### config.mk
export PLATFORM = sky130hd
export DESIGN_NAME = fetch_ctrl
export DESIGN_NICKNAME = d
export VERILOG_FILES = /design/src/rtl/fetch_ctrl.sv
export SDC_FILE = /design/constraint.sdc
export NUM_CORES = 1
export LEC_CHECK = 0
export ABC_AREA = 1
export ABC_CLOCK_PERIOD_IN_PS = 1700
export CORE_MARGIN = 2
export CORE_UTILIZATION = 45
export DETAILED_ROUTE_END_ITERATION = 10
export PLACE_DENSITY = 0.9
export SLEW_MARGIN = 0
export SYNTH_ARGS = -nofsm -noshare
export SYNTH_HDL_FRONTEND = slang
export SYNTH_SLANG_ARGS = --single-unit
### constraint.sdc
create_clock -name clk -period 1.7 [get_ports clk]
set_input_delay 0.17 -clock clk [delete_from_list [all_inputs] [get_ports clk]]
set_output_delay 0.17 -clock clk [all_outputs]
set_load 0.01 [all_outputs]
### src/rtl/fetch_ctrl.sv
// fetch_ctrl: fetch-stage sequencer. It owns the program counter, issues one
// instruction-memory fetch at a time over a req/gnt/rvalid handshake, accepts
// redirects from execute, honours decode back-pressure and presents a
// registered {instr, pc, pc+4} bundle to the IF/ID boundary.
//
// Optional feature: define FETCH_PERF_EN to add the perf_fetched and
// perf_squashed counters. With the macro undefined, these ports and counters
// are absent.
module fetch_ctrl #(
    parameter logic [31:0] RESET_PC = 32'h0000_0000
) (
    input  logic        clk,
    input  logic        rst,
    input  logic        redirect,
    input  logic [31:0] redirect_pc,
    input  logic        stall,
    output logic        imem_req,
    output logic [31:0] imem_addr,
    input  logic        imem_gnt,
    input  logic        imem_rvalid,
    input  logic [31:0] imem_rdata,
    output logic        if_valid,
    output logic [31:0] if_pc,
    output logic [31:0] if_nxpc,
    output logic [31:0] if_instr
`ifdef FETCH_PERF_EN
    ,
    output logic [31:0] perf_fetched,
    output logic [31:0] perf_squashed
`endif
);

    typedef enum logic [1:0] {
        S_IDLE = 2'd0,
        S_REQ  = 2'd1,
        S_WAIT = 2'd2
    } state_t;

    state_t      state;
    logic [31:0] pc;
    logic        kill;     // the outstanding response belongs to a squashed fetch
    logic        granted;  // a request is accepted this cycle
    logic        resp;     // the response to our outstanding fetch arrives this cycle
    logic        load;     // that response is accepted into the output slot

    // Issue is blocked only while a presented instruction is held by decode.
    assign imem_req  = (state == S_REQ) && !(if_valid && stall);
    assign imem_addr = pc;
    assign granted   = imem_req && imem_gnt;
    // Responses outside WAIT (e.g. a stray response after reset) are ignored.
    assign resp      = (state == S_WAIT) && imem_rvalid;
    assign load      = resp && !kill && !redirect;

    // Sequencer FSM, PC, kill flag and the registered IF/ID bundle.
    // NOTE: all state here uses non-blocking assignments so every register
    // samples pre-edge values. The redirect branch comes last so it overrides
    // anything written earlier in the same cycle.
    always_ff @(posedge clk or negedge rst) begin
        if (!rst) begin
            state    <= S_IDLE;
            pc       <= RESET_PC;
            kill     <= 1'b0;
            if_valid <= 1'b0;
            if_pc    <= 32'h0;
            if_nxpc  <= 32'h0;
            if_instr <= 32'h0;
        end else begin
            // Decode consumes the presented instruction.
            if (if_valid && !stall) begin
                if_valid <= 1'b0;
            end

            case (state)
                S_IDLE: begin
                    state <= S_REQ;
                end
                S_REQ: begin
                    if (granted) begin
                        state <= S_WAIT;
                        // A redirect alongside a grant means the fetch just issued is stale.
                        if (redirect) begin
                            kill <= 1'b1;
                        end
                    end
                end
                S_WAIT: begin
                    if (imem_rvalid) begin
                        state <= S_REQ;
                        kill  <= 1'b0;
                        if (load) begin
                            if_valid <= 1'b1;
                            if_instr <= imem_rdata;
                            if_pc    <= pc;
                            if_nxpc  <= pc + 32'd4;
                            pc       <= pc + 32'd4;
                        end
                    end else if (redirect) begin
                        kill <= 1'b1;
                    end
                end
                default: begin
                    state <= S_IDLE;
                end
            endcase

            // A redirect wins over stall and over any load or increment above.
            if (redirect) begin
                pc       <= redirect_pc;
                if_valid <= 1'b0;
            end
        end
    end

`ifdef FETCH_PERF_EN
    // Count instructions that reach the output slot and responses that are thrown away.
    always_ff @(posedge clk or negedge rst) begin
        if (!rst) begin
            perf_fetched  <= 32'h0;
            perf_squashed <= 32'h0;
        end else begin
            if (load) begin
                perf_fetched <= perf_fetched + 32'd1;
            end
            if (resp && !load) begin
                perf_squashed <= perf_squashed + 32'd1;
            end
        end
    end
`endif

endmodule

======== Word level (Yosys, flattened, before mapping) ========
Cells that the tools add are included.
cells by class
  $add $sub $neg .......................... 1
  eq/ne operators ......................... 4
  multiplexer cells ....................... 16
  reductions and logical operators ........ 20
operators with widths
  cell                                                                    number
  32-bit two-way mux                                                      4
  32-bit by 3-bit adder with 32-bit output (second input constant)        1
  1-bit two-way mux                                                       8
  2-bit nonzero test                                                      4
  1-bit logical AND                                                       7
  2-bit one-hot mux with 3 select lines                                   1
  3-bit AND reduction                                                     2
  1-bit zero test                                                         4
  2-bit two-way mux                                                       2
  2-bit inequality test (second input constant)                           2
  2-bit AND reduction                                                     2
  2-bit by 1-bit equality test with 1-bit output (second input constant)  1
  2-bit equality test (second input constant)                             1
  2-bit zero test                                                         1
  1-bit one-hot mux with 2 select lines                                   1
storage, ports and cells
  register bits after elaboration ......... 132
  input bits .............................. 70
  output and inout port bits .............. 130

======== Logic depth before layout (Yosys ltp) ========
  depth after elaboration ................. 8
  mapped depth ............................ 9
  depth with buffers taken out ............ 9

======== Worst setup path after synthesis ========
No wires, ideal clock.
  path type ............................... register -> register
  from .................................... register pc[3] (netlist: imem_addr[3])
  to ...................................... register if_nxpc[22]
  library setup time ...................... 0.119 ns
  arrival time ............................ 1.436 ns
  slack ................................... 0.144 ns
  cell stages (with the launch flop) ...... 9
  path buffers ............................ 0
  clock period less this slack ............ 1.556 ns
  cells stage by stage .................... dfrtp_1 -> ha_1 -> nand2_1 -> nor2_1 -> nand2_2 -> nor2_1 -> nand3_1 -> nand3_1 -> nand2_1
between the ends
  word-level cells in the longest chain between the ends .. 1
RTL lines
  element                                   RTL line  text
  start: declaration                        40        logic [31:0] pc;
  start signal: assignment                  95        pc <= pc + 32'd4;
  start signal: assignment                  108       pc <= redirect_pc;
  32-bit by 3-bit adder with 32-bit output  94        if_nxpc <= pc + 32'd4;
  end signal: assignment                    94
  end: declaration                          24        output logic [31:0] if_nxpc,
Every way passes these cells.
A chain may end at the register's enable or synchronous reset.

======== Worst setup path in the final report ========
  from .................................... register pc[13] (netlist: imem_addr[13])
  to ...................................... output port imem_addr[13]
RTL lines
  element           RTL line  text
  end: declaration  18        output logic [31:0] imem_addr,
No word-level cell between the ends.

==> metrics <==
vias between 5000 and 6000; worst r2r path cells 10; FF-to-FF setup slack around 0.090 ns; Main synth FF type dfrtp_1; Mapped Avg Cell Area 7.961 um2; Crit. path cell count 2; Post-synth EDFFs 0; slowest cell delay on critical path 0.53 ns; library cells used by synthesis 28; total core area 12570 um2; Syn Inst Count 723; DRC viols 0; final hold violation count 0; Worst slew margin 75.47%; Yosys reg bits 130; port buffer count a little under 200; diode count 0; CP top delay family buffers and inverters; Layout Nets 1021; Initial Util a little under half; 1st-iter DRT viols 420; reg2reg start imem_addr[3]$_DFFE_PN0P_; CTS Buffer Depth 2; syn_nets 794; setup ws final approximately 0.033 ns; Finish-stage setup viols 0; Area Growth Syn to Fin 53.59%; Yosys Warn Count 0; pin count of the biggest net entering global routing between 50 and 60; CP Class flip-flop to primary output; static leakage around 4.3 nW; max-cap violation count 0; setup_tns 0 ns; CP required 1.53 ns; status complete, no violations; CP Data Arrival Time roughly 1.5 ns; Compound-Gate Fraction of Synth Area under 10%; slowest CP cell clkdlybuf4s50_1; die height approximately 120 um; vias per inst 4.969; largest family of logic cells by synthesized area simple AND/OR/NAND/NOR gates; skew final 0.009646 ns; Gate power share 33.4%; GRT Total Usage 25.88%; measured slew at the worst slew-check pin 0.3675 ns; Setup Slack @ Placement -0.02043 ns; total die area 13710 um2; fill count 926; Post-Synth Adder-Cell Area less than 1%; Sw Share approximately 30%; ys async rst share 100.0%; CTS buffer count 17; Final period util 98.08%; vias in the first global route 5488; Rows 41; Clk network pwr share between 20% and 30%; Die X-Extent between 100 and 150 um; hold_ws 0.2088 ns; grt ovf 0; P_int ~8.9 mW; r2r endpoint imem_addr[18]$_DFFE_PN0P_; CP startpoint kind flip-flop; Max Fclk 599.7 MHz; CTS tree yes; CTS H-tree depth 4; NetSw 3.795 mW; sequential-to-total area share from yosys stat 56.52%; initial antenna violation count 0; xor and xnor fraction of the mapped netlist area 0.3043%; DR WL/cell approximately 15 um; FF/Latch Area 3256 um2; CP bufs+invs 2; worst-skew pair later-pin latency 0.42 ns; Synth Area in Simple Gates 30.48%; clock-pin slew on the worst setup and hold paths 0.05 ns; mapped cell area 5756 um2; # IOs 200; crit-path cells buf_4 -> clkdlybuf4s50_1; Slew Limit Fails 0; CP max FO 4; layout cell share with drive strength beyond 1 8.836%; Reg power frac 37.5%; Max VDD drop just over 0.8 mV; multiplexer area fraction after synthesis 0%; Detailed Place HPWL 12870 um; global placement routability congestion 0.8922; Crit. End Element primary output; iteration count of the initial detailed-routing pass 7; Cell Pwr Density 1433 nW/um2; min cycle time layout 1.667 ns; CTS sink cnt 130; multi-input logic area 2203 um2; HP Class input pin to asynchronous set/reset pin; Detailed Route WL 17470 um; antenna-violating nets left 0; clock tree root buffer cell clkbuf_16; first-pass GRT wire length 26800 um
## power groups by stage
stage                     clock network (mW)  registers [mW]  logic [mW]
after floorplan                            0            5.18        1.10
after global placement                     0            4.74        4.11
after detailed placement                   0            4.77        4.24
after CTS                               3.73            4.75        4.26
after global routing                    3.86            4.87        4.65
final                                   3.68            4.75        4.23
## cell usage in the layout (no fill, tap or decap), drive strengths merged, types with 2 or more instances in the layout
cell type        n
nand2          330
clkdlybuf4s50  197
dfrtp          130
inv             59
o21ai           58
nand3           52
nor2            44
buf             37
clkbuf          26
o211ai           6
a21oi            3
clkinv           3
bufinv           3
and2             2
nor3             2
xor2             2
## worst reg2reg max path, delay by kind of cell, from the launching register on
kind | cells | cell delay (ns)
simple gates | 7 | 0.62
fa+ha+maj | 1 | 0.19
buf+inv | 2 | 0.29
flops | 1 | 0.38
## timing repair
action	CTS	global route
setup endpoints to repair	2	44
endpoints found under the hold margin	50	0
pin swaps	0	10
hold buffers	1	0
buffers inserted	0	1
gates resized for setup	3	23
## Yosys cell counts, types with 2 or more instances
| cell type | instances | share of area, % |
|---|---|---|
| buf_1 | 4 | 0.26 |
| buf_2 | 11 | 0.96 |
| a21oi_1 | 3 | 0.26 |
| nand2_1 | 329 | 21 |
| dfrtp_1 | 130 | 57 |
| o21ai_0 | 58 | 5.0 |
| nor3_1 | 2 | 0.17 |
| nor2_1 | 41 | 2.7 |
| nand3_1 | 52 | 4.5 |
| inv_1 | 59 | 3.8 |
| clkbuf_1 | 9 | 0.59 |
| o211ai_1 | 6 | 0.78 |
| and2_1 | 2 | 0.22 |
| buf_4 | 2 | 0.26 |
| xor2_1 | 2 | 0.30 |
## stage by stage
step	area, um2	cells	total power, mW	utilization, %
final	8840	1134	12.67	70.33
after global routing	8840	1134	13.39	70.33
after CTS	8756	1133	12.73	69.67
after detailed placement	8155	1101	9.010	64.89
after global placement	8155	1101	8.846	64.89
after floorplan	5756	723	6.278	-
## cell families after synthesis
group | count (synthesis)
adders and majority gates | 1
buffers and inverters | 88
xor gates and xnor gates | 2
AOI/OAI and AO/OA | 68
and+or+nand+nor | 434
DFF | 130
## cell type report
| type | instances | share of cell area, % |
|---|---|---|
| clock buffers | 26 | 5.534 |
| clock inverters | 5 | 1.132 |
| inverters | 60 | 2.562 |
| multi-input cells | 505 | 24.93 |
| flip-flops and latches | 130 | 36.83 |
| well taps | 172 | 2.435 |
| repair buffers | 236 | 26.58 |
## state kept, by name, indices dropped and copies added, names as in the netlist
| register | count |
|---|---|
| if_pc | 32 |
| if_valid | 1 |
| imem_addr | 32 |
| kill | 1 |
| if_nxpc | 30 |
| if_instr | 32 |
| state | 2 |
## layer usage
metal / track usage, % / share of wire [%] / vias up
li1: - / - / 2709
met1: 29.46 / 38 / 2631
met2: 44.97 / 49 / 261
met3: 9.681 / 11 / 34
met4: 8.863 / 2.1 / 0
met5: 0 / 0 / -
## worst max-delay path by stage
stage	slack, ns	to	startpoint
6_report	0.03	imem_addr[13]	imem_addr[13]$_DFFE_PN0P_
5_1_grt	-0.02	imem_addr[18]$_DFFE_PN0P_	imem_addr[2]$_DFFE_PN0P_
4_1_cts	0.03	imem_addr[6]	imem_addr[6]$_DFFE_PN0P_
3_5_place_dp	-0.02	if_instr[20]$_DFFE_PN0P_	imem_rvalid
3_3_place_gp	0.01	if_instr[11]$_DFFE_PN0P_	imem_rvalid
2_1_floorplan	0.14	if_nxpc[22]$_DFFE_PN0P_	imem_addr[3]$_DFFE_PN0P_
(Power assumes the default switching activity.)
